[src/rtl/pc_seq_ctrl.sv]
// pc_seq_ctrl: multi-cycle sequencer for PC, IR, EPC and register-file write strobes.
//
// Each instruction is fetched, then decoded. It then either completes in DECODE (jump, eret),
// resolves in EXEC (branch, jr), writes back in WBACK (arithmetic), or traps through
// EXC_SAVE / EXC_VEC. Every retirement raises instr_done for one cycle and increments the
// 32-bit retired counter.
//
// Optional feature macro: PC_SEQ_CTRL_EXC_EN
//   defined   - op_illegal traps from DECODE, alu_overflow traps from EXEC, and the
//               EXC_SAVE / EXC_VEC states exist.
//   undefined - op_illegal and alu_overflow are ignored, epc_write and vec_sel stay 0,
//               and codes 4-5 behave like the unused codes 6-7.
//
// Ports:
//   clk          in   single clock; all state changes on its rising edge
//   reset        in   asynchronous, active-low reset
//   mem_ready    in   instruction memory read complete
//   op_beq       in   decoder flag: branch if equal
//   op_bne       in   decoder flag: branch if not equal
//   op_jump      in   decoder flag: direct jump
//   op_jr        in   decoder flag: jump register
//   op_eret      in   decoder flag: exception return
//   op_illegal   in   decoder flag: illegal instruction
//   zero         in   ALU zero flag (valid in EXEC)
//   alu_overflow in   ALU overflow flag (valid in EXEC)
//   pc_src       out  PC mux select: 00 ALUResult, 01 ALUOut, 10 ShiftLeft2Concat, 11 EPC
//   pc_write     out  PC load enable
//   ir_write     out  instruction register load enable
//   epc_write    out  EPC load enable
//   vec_sel      out  steers the exception vector onto ALUResult
//   reg_write    out  register file write enable
//   instr_done   out  one-cycle retirement pulse
//   state        out  current state code
//   retired      out  retired instruction count (wraps)

module pc_seq_ctrl (
    input  logic        clk,
    input  logic        reset,
    input  logic        mem_ready,
    input  logic        op_beq,
    input  logic        op_bne,
    input  logic        op_jump,
    input  logic        op_jr,
    input  logic        op_eret,
    input  logic        op_illegal,
    input  logic        zero,
    input  logic        alu_overflow,
    output logic [1:0]  pc_src,
    output logic        pc_write,
    output logic        ir_write,
    output logic        epc_write,
    output logic        vec_sel,
    output logic        reg_write,
    output logic        instr_done,
    output logic [2:0]  state,
    output logic [31:0] retired
);

    typedef enum logic [2:0] {
        StFetch   = 3'd0,
        StDecode  = 3'd1,
        StExec    = 3'd2,
        StWback   = 3'd3,
        StExcSave = 3'd4,
        StExcVec  = 3'd5
    } state_e;

    localparam logic [1:0] PcAluResult = 2'b00;
    localparam logic [1:0] PcAluOut    = 2'b01;
    localparam logic [1:0] PcJumpAddr  = 2'b10;
    localparam logic [1:0] PcEpc       = 2'b11;

    state_e      state_q, state_d;
    logic [31:0] retired_q;

`ifdef PC_SEQ_CTRL_EXC_EN
    logic illegal_trap;
    logic overflow_trap;
    assign illegal_trap  = op_illegal;
    assign overflow_trap = alu_overflow;
`else
    // Trap inputs are deliberately unused in this build.
    logic unused_trap_inputs;
    assign unused_trap_inputs = op_illegal ^ alu_overflow;
`endif

    // Outputs are combinational, but gated by reset so that an asserted reset
    // silences every strobe immediately, including FETCH's mem_ready-driven ones.
    always_comb begin
        state_d    = StFetch;
        pc_src     = PcAluResult;
        pc_write   = 1'b0;
        ir_write   = 1'b0;
        epc_write  = 1'b0;
        vec_sel    = 1'b0;
        reg_write  = 1'b0;
        instr_done = 1'b0;
        if (reset) begin
            case (state_q)
                StFetch: begin
                    ir_write = mem_ready;
                    pc_write = mem_ready;
                    state_d  = mem_ready ? StDecode : StFetch;
                end
                StDecode: begin
`ifdef PC_SEQ_CTRL_EXC_EN
                    if (illegal_trap) begin
                        state_d = StExcSave;
                    end else
`endif
                    if (op_jump) begin
                        pc_src     = PcJumpAddr;
                        pc_write   = 1'b1;
                        instr_done = 1'b1;
                        state_d    = StFetch;
                    end else if (op_eret) begin
                        pc_src     = PcEpc;
                        pc_write   = 1'b1;
                        instr_done = 1'b1;
                        state_d    = StFetch;
                    end else begin
                        state_d = StExec;
                    end
                end
                StExec: begin
                    if (op_beq) begin
                        pc_src     = PcAluOut;
                        pc_write   = zero;
                        instr_done = 1'b1;
                        state_d    = StFetch;
                    end else if (op_bne) begin
                        pc_src     = PcAluOut;
                        pc_write   = ~zero;
                        instr_done = 1'b1;
                        state_d    = StFetch;
                    end else if (op_jr) begin
                        pc_src     = PcAluResult;
                        pc_write   = 1'b1;
                        instr_done = 1'b1;
                        state_d    = StFetch;
`ifdef PC_SEQ_CTRL_EXC_EN
                    end else if (overflow_trap) begin
                        // Overflowed result must never reach the register file.
                        state_d = StExcSave;
`endif
                    end else begin
                        state_d = StWback;
                    end
                end
                StWback: begin
                    reg_write  = 1'b1;
                    instr_done = 1'b1;
                    state_d    = StFetch;
                end
`ifdef PC_SEQ_CTRL_EXC_EN
                StExcSave: begin
                    epc_write = 1'b1;
                    state_d   = StExcVec;
                end
                StExcVec: begin
                    vec_sel    = 1'b1;
                    pc_src     = PcAluResult;
                    pc_write   = 1'b1;
                    instr_done = 1'b1;
                    state_d    = StFetch;
                end
`endif
                // Unused codes recover to FETCH with no side effects.
                default: state_d = StFetch;
            endcase
        end
    end

    always_ff @(posedge clk or negedge reset) begin
        if (!reset) begin
            state_q   <= StFetch;
            retired_q <= 32'd0;
        end else begin
            state_q <= state_d;
            if (instr_done) begin
                retired_q <= retired_q + 32'd1;
            end
        end
    end

    assign state   = state_q;
    assign retired = retired_q;

endmodule

[config.mk]
export PLATFORM = sky130hd
export DESIGN_NAME = pc_seq_ctrl
export DESIGN_NICKNAME = d
export VERILOG_FILES = /design/src/rtl/pc_seq_ctrl.sv
export SDC_FILE = /design/constraint.sdc
export NUM_CORES = 1
export LEC_CHECK = 0
export BUFFER_PORTS_ARGS = -buffer_cell sky130_fd_sc_hd__buf_2
export CAP_MARGIN = 20
export CELL_PAD_IN_SITES_DETAIL_PLACEMENT = 0
export CELL_PAD_IN_SITES_GLOBAL_PLACEMENT = 1
export CORE_ASPECT_RATIO = 0.9
export CORE_UTILIZATION = 42
export DETAILED_ROUTE_END_ITERATION = 8
export GPL_TIMING_DRIVEN = 0
export PLACE_DENSITY = 0.87
export SYNTH_ARGS = -nofsm -noshare
export SYNTH_HDL_FRONTEND = slang
export SYNTH_SLANG_ARGS = --single-unit
[constraint.sdc]
create_clock -name clk -period 4.2 [get_ports clk]
set_input_delay 0.84 -clock clk [delete_from_list [all_inputs] [get_ports clk]]
set_output_delay 0.84 -clock clk [all_outputs]
set_load 0.03 [all_outputs]
* Word level (Yosys, flattened, before mapping) *
Cells that the tools add are included.

storage, ports and cells
  input bits = 11
  output and inout bits = 43
  flip-flop bits (word level) = 35

operators by class
  equality and inequality tests = 3
  reduce and logical (&&, ||, !) cells = 1
  multiplexer cells = 29
  bitwise gates (word level) = 1
  $add $sub $neg = 1

operators with widths
  kind                     count
  $add A32 B1 Y32 const B  1
  $mux W2                  9
  $mux W1                  16
  $eq A3 B2 Y1 const B     2
  $pmux W1 S3              2
  $pmux W2 S3              1
  $pmux W2 S2              1
  $eq A3 B1 Y1 const B     1
  $logic_not A3 Y1         1
  $not A1 Y1               1

* Logic depth before layout (Yosys ltp) *
  depth after elaboration = 5
  depth in mapped cells = 9

* Least setup slack after synthesis *
Ideal clock, no wire load.

  kind = reg-to-output
  start = register state_q[1], in the netlist state[1]
  end = output instr_done
  stages on the path, launching flop included = 7
  slack = 1,673 ps
  data required time = 3,360 ps
  arrival time = 1,687 ps
  cell sequence = dfrtp_1 inv_1 ha_1 o21ai_2 a311o_1 buf_6 inv_1

on the way
  longest elaborated chain between the ends = 3

ends and longest elaborated chain
  what                                          line  source
  from (decl)                                   73    state_e state_q, state_d;
  from (signal assigned)                        176   state_q <= StFetch;
  from (signal assigned)                        179   state_q <= state_d;
  $eq A3 B2 Y1 or $eq A3 B1 Y1 (tied branches)  99    case (state_q)
  $pmux W1 S3 *                                 99
  $mux W1 *                                     98    if (reset) begin
  to (decl)                                     54    output logic instr_done,

Mark *: on every way between the ends. The rest lies on a longest branch, timed or not.

* Final worst setup path *
  start = input reset
  end = output instr_done

on the way
  longest elaborated chain between the ends = 1

ends and longest elaborated chain
  what         line  source
  from (decl)  38    input logic reset,
  $mux W1      98

No other way between the ends.

==> impl_metrics.tcl <==
set metrics [dict create \
    regArea_um2 851 \
    stdcell_count 277 \
    drc_errors 0 \
    drv_slew 0 \
    cp.required_ns 3.36 \
    initial_core_util_pct 44.0 \
    min-delay-start "retired[31]$_DFFE_PN0P_" \
    synth_edf_count 0 \
    maxCapViolations 0 \
    hold_viol 0 \
    synth_ff_type "dfrtp_1" \
    cts.sinks 34 \
    diodes 0 \
    criticalPathCategory "in2out" \
    timing.final.ws_setup_ns 0.759 \
    cp-startpoint "reset" \
    drtIter0Drc 104 \
    wirelength_mm 3.39 \
    dp.cells 269 \
    fp.dieW_um 71.1 \
    setup.worst_path.end "instr_done" \
    status "complete, no violations" \
    timing.rr.end "retired[30]$_DFFE_PN0P_" \
    syn_area_um2 1810 \
    async_reset_ff_share_pct 100 \
    gp_congestion 0.770 \
    first_pass_iters 6 \
    cts-root-buf "clkbuf_8" \
    postSynthCellCount 171 \
    skew_ns 0.00969 \
    post-dp-hpwl_mm 2.50 \
    via_count 1382 \
    overflow 0 \
    coreArea_um2 4100 \
    worstSkewPairLatency_ns 0.29 \
    arrival_ns 2.60 \
    vias_per_cell 4.99 \
    yosysTopAreaCell "dfrtp_1" \
    powerDensity_nw_per_um2 342 \
    io_pins 54 \
    die_h_um 64.2 \
    rr_worst_depth 8 \
    fmax_mhz 291 \
    antenna_found_initial 0 \
    p_leak_nw 1.12 \
    drtAntennaViolNets 0 \
    grt_pass1_vias 1237 \
    multi_input_area_um2 902 \
    grt_pass1_wl_mm 5.80 \
    final_layout_size_suffix_gt1_share_pct 30.1 \
    synth.avg_cell_area_um2 10.6 \
    yosys-top-cells-area "dfrtp_1 (47%), xnor2_1 (10%), ha_1 (4.9%)" \
    crit_path_max_fanout 37 \
    grt_max_degree 38 \
    synth-seq-cells 34 \
    postCtsSetupBuffers 0 \
    synthToLayoutAreaGrowth_pct 22.9 \
    dieArea_um2 4570 \
    worst_setup_path_start_kind "input port" \
    critPathCaptureType "output pin" \
    gr-usage-all-layers_pct 16.7 \
    reg2reg_slack_ns 1.79 \
    fillers 370 \
    synth_top_area_share_pct 47.1 \
    place_ws_ns 0.719 \
    ys_seq_area_share_pct 47.1 \
    ys_warn_count 0 \
    ctsHoldBuffers 0 \
    clock_path_buffers 2 \
    period_minus_slack_ns 3.44 \
    wl_per_cell_um 12.2 \
    portBuffers 48 \
    fp-row-count 22 \
    rsz0062_at_grt "no" \
    ir_drop_mv 0.223 \
    worstMarginPinSlew_ns 0.785 \
    hold_ws_ns 0.466 \
    clkTransAtPathRegs_ns 0.07 \
    yosysUniqueCellTypes 33 \
    setup_viol 0 \
    finalCritPeriodShare_pct 81.9 \
    reg2reg_from "state[1]$_DFF_PN0_" \
    h-tree-depth 2 \
    hold_class "reg2reg" \
    timing.setup.tns_ns 0 \
    final_core_util_pct 54.1 \
    cts_tree "built" \
    cts_resized 0 \
    layout.nets 246 \
    relSlewSlack_pct 47.7 \
    numCtsBuffers 5 \
]
## flip-flops by register name, summed over array words and instances (netlist names)
name / cells
state: 2
retired: 32
## cells in the mapped netlist (all sizes together) (2+ instances only)
cell type	n
a21oi	3
and3	3
and4	2
buf	4
dfrtp	34
ha	7
inv	7
nand2	19
nand3	11
nand3b	2
nand4	9
nand4b	2
nor2	12
nor3	6
nor4	3
o21ai	3
o31ai	2
or3	2
xnor2	21
xor2	10
## cell type report
cell class              instances  share of cell area (%)
multi-input cells             128                    40.6
well taps                      48                    2.71
flip-flops and latches         34                    38.3
clock buffers                   7                    3.44
plain buffers                   4                    1.52
inverters                       7                    1.18
repair buffers                 48                    10.8
clock inverters                 1                    1.35
## layer usage
metal / part of all wire (%) / vias to the layer above / global-route usage, %
li1: - / 694 / -
met1: 53 / 652 / 24.1
met2: 42 / 32 / 23.6
met3: 4.1 / 4 / 5.21
met4: 1.0 / 0 / 5.25
met5: 0 / - / 0
## cells in the final DEF, fill, tap and decap left out, types with 2 or more instances in the layout
cell type  netlist  layout
buf_2            0      48
dfrtp_1         34      34
xnor2_1         21      21
nand2_1         19      19
nor2_1          12      12
nand3_1         11      11
xor2_1          10      10
nand4_1          9       9
inv_1            7       7
ha_1             7       7
clkbuf_8         0       5
nor3_1           4       4
a21oi_1          3       3
and3_1           3       3
buf_4            3       3
conb_1           1       3
nand3b_1         2       2
o21ai_0          2       2
o31ai_1          2       2
and4_1           2       2
nor4_4           2       2
or3_4            2       2
nor3_2           2       2
nand4b_1         2       2
clkbuf_1         0       2
## critical path, cell delays in order
cell	delay, ns
buf_2	0.60
inv_1	0.18
a311o_1	0.37
buf_6	0.15
inv_1	0.20
buf_2	0.24
## where the power goes
part           internal, mW  leakage (nW)  switching, mW
Combinational        0.0333         0.611         0.0705
Clock                 0.177        0.0524          0.116
Sequential            0.343         0.454         0.0192
## stage by stage
| step | area [um2] | power, mW |
|---|---|---|
| final | 2220 | 0.759 |
| after global routing | 2220 | 0.799 |
| after CTS | 2220 | 0.764 |
| after detailed placement | 2110 | 0.473 |
| after global placement | 2110 | 0.474 |
| after floorplan | 1810 | 0.437 |
## how the worst min path moves through the flow
stage,depth (start not counted),slack (ns),end
floorplan,0,0.54,retired[0]$_DFFE_PN0P_
global placement,1,0.46,retired[31]$_DFFE_PN0P_
detailed placement,1,0.46,retired[31]$_DFFE_PN0P_
CTS,1,0.47,retired[31]$_DFFE_PN0P_
global route,1,0.49,retired[31]$_DFFE_PN0P_
finish,1,0.47,retired[31]$_DFFE_PN0P_
## cells by family after synthesis
family                     share of synthesized area (%)
AOI/OAI and AO/OA                                   3.60
xor gates and xnor gates                            15.0
adders and majority gates                           4.85
buffers and inverters                               3.33
DFF                                                 47.1
other                                              0.208
and+or+nand+nor                                     25.8
No activity file was read; power rests on OpenSTA's default activity.
